`config.mk`:
```
export PLATFORM = sky130hd
export DESIGN_NAME = object_sprite
export DESIGN_NICKNAME = d
export VERILOG_FILES = /design/src/rtl/vga_pkg.sv /design/src/rtl/ROM_Sprite.sv /design/src/rtl/object_sprite.sv
export SDC_FILE = /design/constraint.sdc
export NUM_CORES = 1
export LEC_CHECK = 0
export ABC_AREA = 1
export CELL_PAD_IN_SITES_DETAIL_PLACEMENT = 1
export CELL_PAD_IN_SITES_GLOBAL_PLACEMENT = 2
export CORE_MARGIN = 5
export CORE_UTILIZATION = 36
export CTS_BUF_LIST = sky130_fd_sc_hd__clkbuf_4 sky130_fd_sc_hd__clkbuf_8 sky130_fd_sc_hd__clkbuf_16
export DETAILED_ROUTE_END_ITERATION = 6
export GPL_TIMING_DRIVEN = 0
export PLACE_DENSITY_LB_ADDON = 0.1
export SETUP_SLACK_MARGIN = 0.15
export SYNTH_ARGS = -nofsm -noshare
export SYNTH_HDL_FRONTEND = slang
export SYNTH_HIERARCHICAL = 1
export SYNTH_SLANG_ARGS = --single-unit
export TNS_END_PERCENT = 1
```
`constraint.sdc`:
```
create_clock -name clk -period 5.6 [get_ports clk]
set_input_delay 1.12 -clock clk [delete_from_list [all_inputs] [get_ports clk]]
set_output_delay 1.12 -clock clk [all_outputs]
set_load 0.01 [all_outputs]
```
`src/rtl/vga_pkg.sv`:
```
// rtl/vga_pkg.sv - shared raster constants, coordinate type and sprite enums
package vga_pkg;

    localparam int COORD_W   = 10;
    localparam int H_VISIBLE = 640;
    localparam int V_VISIBLE = 480;

    typedef logic [COORD_W-1:0] coord_t;

    typedef enum logic {
        MODE_WINDOWED = 1'b0,
        MODE_FULL     = 1'b1
    } screen_mode_t;

    typedef enum logic {
        HS_IDLE    = 1'b0,
        HS_PENDING = 1'b1
    } hs_state_t;

    function automatic logic is_frame_start(input coord_t h, input coord_t v);
        return (h == '0) && (v == '0);
    endfunction

endpackage

```
`src/rtl/ROM_Sprite.sv`:
```
// rtl/ROM_Sprite.sv - synchronous sprite bitmap ROM, one row per word, 1-cycle read
module ROM_Sprite
    import vga_pkg::*;
#(
    parameter int SPR_W  = 200,
    parameter int SPR_H  = 145,
    parameter int ADDR_W = $clog2(SPR_H)
) (
    input  logic              clk,
    input  logic [ADDR_W-1:0] addr,
    output logic [SPR_W-1:0]  data
);

    // Checkerboard bitmap: pixel lit when row+col is even, column 0 in bit 0.
    function automatic logic [SPR_W-1:0] row_pattern(input logic [ADDR_W-1:0] r);
        logic [SPR_W-1:0] w;
        w = '0;
        for (int c = 0; c < SPR_W; c++) begin
            w[c] = ~(r[0] ^ c[0]);
        end
        return w;
    endfunction

    always_ff @(posedge clk) begin
        data <= row_pattern(addr);
    end

endmodule

```
`src/rtl/object_sprite.sv`:
```
// rtl/object_sprite.sv - positioned sprite overlay with frame-synced offset update; blink via OBJECT_SPRITE_BLINK_EN
module object_sprite
    import vga_pkg::*;
#(
    parameter int SPR_W        = 200,
    parameter int SPR_H        = 145,
    parameter int WIN_X        = 6,
    parameter int WIN_Y        = 26,
    parameter int FULL_X       = 214,
    parameter int FULL_Y       = 172,
    parameter int BLINK_FRAMES = 30
) (
    input  logic               clk,
    input  logic               reset,
    input  logic [COORD_W-1:0] HCount,
    input  logic [COORD_W-1:0] VCount,
    input  logic               sprite_select,
    input  logic               full_screen,
    input  logic               pos_valid,
    input  logic [COORD_W-1:0] pos_x,
    input  logic [COORD_W-1:0] pos_y,
    output logic               pos_ready,
    output logic               sprite_on
);

    localparam int ROW_W = $clog2(SPR_H);
    localparam int COL_W = $clog2(SPR_W);

    logic         frame_start;
    hs_state_t    hs_state;
    coord_t       shadow_x, shadow_y;
    coord_t       off_x, off_y;
    screen_mode_t mode_l;
    logic         sel_l;

    assign frame_start = is_frame_start(HCount, VCount);

    // Offsets only change at frame start so a frame is never drawn with a torn position.
    always_ff @(posedge clk) begin
        if (reset) begin
            hs_state  <= HS_IDLE;
            pos_ready <= 1'b1;
            shadow_x  <= '0;
            shadow_y  <= '0;
            off_x     <= '0;
            off_y     <= '0;
            mode_l    <= MODE_WINDOWED;
            sel_l     <= 1'b1;
        end else begin
            if (frame_start) begin
                mode_l <= full_screen ? MODE_FULL : MODE_WINDOWED;
                sel_l  <= sprite_select;
            end
            case (hs_state)
                HS_IDLE: begin
                    if (pos_valid) begin
                        shadow_x  <= pos_x;
                        shadow_y  <= pos_y;
                        pos_ready <= 1'b0;
                        hs_state  <= HS_PENDING;
                    end
                end
                HS_PENDING: begin
                    if (frame_start) begin
                        off_x     <= shadow_x;
                        off_y     <= shadow_y;
                        pos_ready <= 1'b1;
                        hs_state  <= HS_IDLE;
                    end
                end
                default: begin
                    hs_state  <= HS_IDLE;
                    pos_ready <= 1'b1;
                end
            endcase
        end
    end

    logic [10:0] base_x, base_y, org_x, org_y;
    logic [11:0] end_x, end_y, h_ext, v_ext;
    logic [10:0] row_full, col_full;
    logic        in_x, in_y, hit, mask;
    logic [ROW_W-1:0] rom_addr;

    always_comb begin
        base_x   = (mode_l == MODE_FULL) ? 11'(FULL_X) : 11'(WIN_X);
        base_y   = (mode_l == MODE_FULL) ? 11'(FULL_Y) : 11'(WIN_Y);
        org_x    = base_x + {1'b0, off_x};
        org_y    = base_y + {1'b0, off_y};
        end_x    = {1'b0, org_x} + 12'(SPR_W - 1);
        end_y    = {1'b0, org_y} + 12'(SPR_H - 1);
        h_ext    = {2'b00, HCount};
        v_ext    = {2'b00, VCount};
        in_x     = (h_ext >= {1'b0, org_x}) && (h_ext <= end_x) && (HCount < COORD_W'(H_VISIBLE));
        in_y     = (v_ext >= {1'b0, org_y}) && (v_ext <= end_y) && (VCount < COORD_W'(V_VISIBLE));
        hit      = in_x && in_y;
        row_full = {1'b0, VCount} - org_y;
        col_full = {1'b0, HCount} - org_x;
        mask     = (mode_l == MODE_FULL) && !sel_l;
        rom_addr = hit ? row_full[ROW_W-1:0] : '0;
    end

    logic [SPR_W-1:0] rom_data;

    ROM_Sprite #(
        .SPR_W  (SPR_W),
        .SPR_H  (SPR_H),
        .ADDR_W (ROW_W)
    ) u_rom (
        .clk  (clk),
        .addr (rom_addr),
        .data (rom_data)
    );

    logic             visible;

`ifdef OBJECT_SPRITE_BLINK_EN
    logic [$clog2(BLINK_FRAMES+1)-1:0] frame_cnt;

    always_ff @(posedge clk) begin
        if (reset) begin
            frame_cnt <= '0;
            visible   <= 1'b1;
        end else if (frame_start) begin
            if (frame_cnt == ($bits(frame_cnt))'(BLINK_FRAMES - 1)) begin
                frame_cnt <= '0;
                visible   <= ~visible;
            end else begin
                frame_cnt <= frame_cnt + 1'b1;
            end
        end
    end
`else
    assign visible = 1'b1;
`endif

    logic             hit_d, mask_d;
    logic [COL_W-1:0] col_d;

    // Stage 1 aligns hit/col/mask with the ROM read; stage 2 picks the column bit.
    always_ff @(posedge clk) begin
        if (reset) begin
            hit_d     <= 1'b0;
            mask_d    <= 1'b0;
            col_d     <= '0;
            sprite_on <= 1'b0;
        end else begin
            hit_d     <= hit;
            mask_d    <= mask;
            col_d     <= col_full[COL_W-1:0];
            sprite_on <= hit_d & rom_data[col_d] & ~mask_d & visible;
        end
    end

endmodule
```
==> metrics.md <==
| Metric | Value |
|---|---|
| DIE HEIGHT | `154 um` |
| Worst Tran Pin Value | `0.611 ns` |
| Crit path DAT | `4.02 ns` |
| Met1 usage | `24.2%` |
| CTS tree | `built` |
| CP max stage cell | `dfxtp_1` |
| Routed vias | `7371` |
| Worst setup SP type | `register` |
| Pin count of the biggest net entering global routing | `69` |
| Synth Cell Area | `7440 um2` |
| Htree depth | `3` |
| Layout fillers | `2803` |
| Slew HR | `59.2%` |
| Final setup viols | `0` |
| Clock share of power | `44.6%` |
| Clock sink count | `57` |
| CP max stage delay | `0.44 ns` |
| Avg WL per Cell | `14.7 um` |
| Total routed wirelength | `23000 um` |
| Number of buffers added on ports | `45` |
| Critical path endpoint category | `register` |
| Setup_tns | `0 ns` |
| Die Width | `154 um` |
| GRT overflow | `0` |
| Hold slack | `0.428 ns` |
| Drt drc | `0` |
| Crit path max-delay family | `simple AND/OR/NAND/NOR gates` |
| Area Overhead vs Synth | `15.7%` |
| Worst skew pair latency | `0.33 ns` |
| Power Dens Cells | `154 nW/um2` |
| Clock Skew | `0.00868 ns` |
| ANT cells | `0` |
| DP Wirelength | `17900 um` |
| Final period utilization | `68.1%` |
| Clock-pin slew on the worst setup and hold paths | `0.05 ns` |
| Hold-fix buffers, CTS | `0` |
| Number of global-route vias before repair | `7668` |
| Cts repair resizes | `0` |
| Switching Share | `28.6%` |
| Final non-filler cell total | `1565` |
| CORE AREA | `20300 um2` |
| Num CTS Buffers | `9` |
| Drt pass-1 iters | `4` |
| Worst VDD drop | `0.250 mV` |
| Max cap viols | `0` |
| Switching pwr | `379 uW` |
| Iteration-0 DRC Markers | `245` |
| Placed Area | `8280 um2` |
| Minimum clock period | `3.81 ns` |
| Min-Delay Endpoint | `mask_d$_SDFF_PP0_` |
| Syn Nets | `1328` |
| Max clock buf depth | `2` |
| Worst reg2reg setup slack | `1.79 ns` |
| Ports | `47` |
| Nets | `1386` |
| Die area | `23600 um2` |
| M3 GR Usage | `2.02%` |
| Worst-path maximum fanout | `7` |
| Layout cells sized above 1 | `20.4%` |
| Worst path bufs/invs | `6` |
| RSZ-0062 raised after global routing | `false` |
| Post-DR vias/cell | `4.71` |
| Root Driver | `clkbuf_16` |
| Result of the run | `finished, final reports clean` |
| # rows | `52` |
| Worst hold path class | `reg -> reg` |
| Antenna Violating Nets Remaining | `0` |
| Final slew viol count | `0` |
| Post-placement cell count | `1549` |
| Combinational Power Share | `22.7%` |
| Sequential Power Share | `32.7%` |
| Synth warn | `6` |
| Critical Path RT | `5.81 ns` |
| Starting density of the core | `36.6%` |
| Syn Inst Count | `1232` |
| Post-CTS setup buffer count | `0` |
| Gr usage total | `19.4%` |
| Fin area | `8610 um2` |
| WS Path Type | `reg -> reg` |
| Final Wtd Congestion | `0.810` |
| Worst r2r path cells | `23` |
| Lkg Pwr | `0.00448 uW` |
| Critical path cell sequence | `inv_1, ha_1, inv_1, fa_1, nand2_1, nand2_1, nand2_1, inv_1, nor2_1, inv_1, nand2_1, inv_1, ha_1, xor2_1, ha_1, nand2_1, nor2_1, nand4_1, a21boi_0, nand2_1, nand4_4, nor3_1, inv_1` |
| Hold Path Depth | `1` |
| Syn Area/Cell | `6.04 um2` |
| GRT met2 Usage | `36.3%` |
| Initial antenna violation count | `0` |
| RR Startpoint | `mode_l$_SDFFE_PP0P_` |
| Hold Violations, Final | `0` |
| Reg2reg end | `u_rom/data[198]$_DFF_P_` |
| Highest Clock Rate | `262 MHz` |
| P_int | `948 uW` |
| First-pass GRT wire length | `38200 um` |
| Hold Path Origin | `sel_l$_SDFFE_PP1P_` |
| GR peak layer | `met2` |
## layout make-up
type	instances	area [um2]	share of cell area, %
Multi-Input combinational cell	842	4280	49.7
Buffer	251	1720	19.9
Sequential cell	57	1150	13.3
Timing Repair Buffer	47	498	5.78
Tap cell	270	338	3.92
Inverter	82	308	3.58
Clock buffer	11	246	2.86
Clock inverter	5	78.8	0.916
## placed cells by master (no fill, tap or decap), drive strengths merged
cell type	n
a211oi	1
a21boi	1
a21o	2
a21oi	25
a31oi	1
a41oi	1
and2	1
buf	225
bufinv	2
clkbuf	39
clkdlybuf4s50	45
clkinv	3
dfxtp	57
fa	3
ha	48
inv	82
nand2	331
nand3	197
nand3b	2
nand4	11
nor2	120
nor3	6
nor3b	3
nor4	4
o211ai	2
o21a	3
o21ai	59
o21bai	1
o22ai	2
or2	1
xnor2	7
xor2	10
## how the worst max path moves through the flow
stage / endpoint / cells past startpoint / start / slack, ns
floorplan: u_rom/data[198]$_DFF_P_ / 23 / mode_l$_SDFFE_PP0P_ / 2.50
global placement: sprite_on$_SDFF_PP0_ / 13 / u_rom/data[198]$_DFF_P_ / 1.18
detailed placement: u_rom/data[198]$_DFF_P_ / 23 / mode_l$_SDFFE_PP0P_ / 1.76
CTS: u_rom/data[198]$_DFF_P_ / 23 / mode_l$_SDFFE_PP0P_ / 1.73
global route: u_rom/data[198]$_DFF_P_ / 23 / mode_l$_SDFFE_PP0P_ / 1.41
finish: u_rom/data[198]$_DFF_P_ / 23 / mode_l$_SDFFE_PP0P_ / 1.79
## through the flow
step                power (uW)  util (%)  setup slack (ns)
detailed placement         748      40.8              1.76
global route              1410      42.4              1.41
CTS                       1340      42.4              1.73
global placement           748      40.5              1.18
finish                    1330      42.4              1.79
floorplan                  634         -              2.50
## sequential cells by signal, summed over array words and instances (netlist names)
name,flops
mode_l,1
sprite_on,1
sel_l,1
col_d,8
mask_d,1
u_rom/data,2
hs_state,1
pos_ready,1
off_x,10
shadow_x,10
shadow_y,10
off_y,10
hit_d,1
## metal layers
| layer | part of all wire [%] | routed length [um] |
|---|---|---|
| met4 | 1.0 | 241 |
| met1 | 46 | 10500 |
| met5 | 0 | 0 |
| met2 | 51 | 11700 |
| met3 | 2.2 | 495 |
## power groups by stage
stage / sequential (uW) / clock (uW) / combinational [uW]
after global placement: 445 / 0 / 303
after floorplan: 440 / 0 / 193
after global routing: 436 / 627 / 342
final: 434 / 592 / 301
after CTS: 434 / 603 / 308
after detailed placement: 442 / 0 / 306
Power figures use the tool's default switching activity.
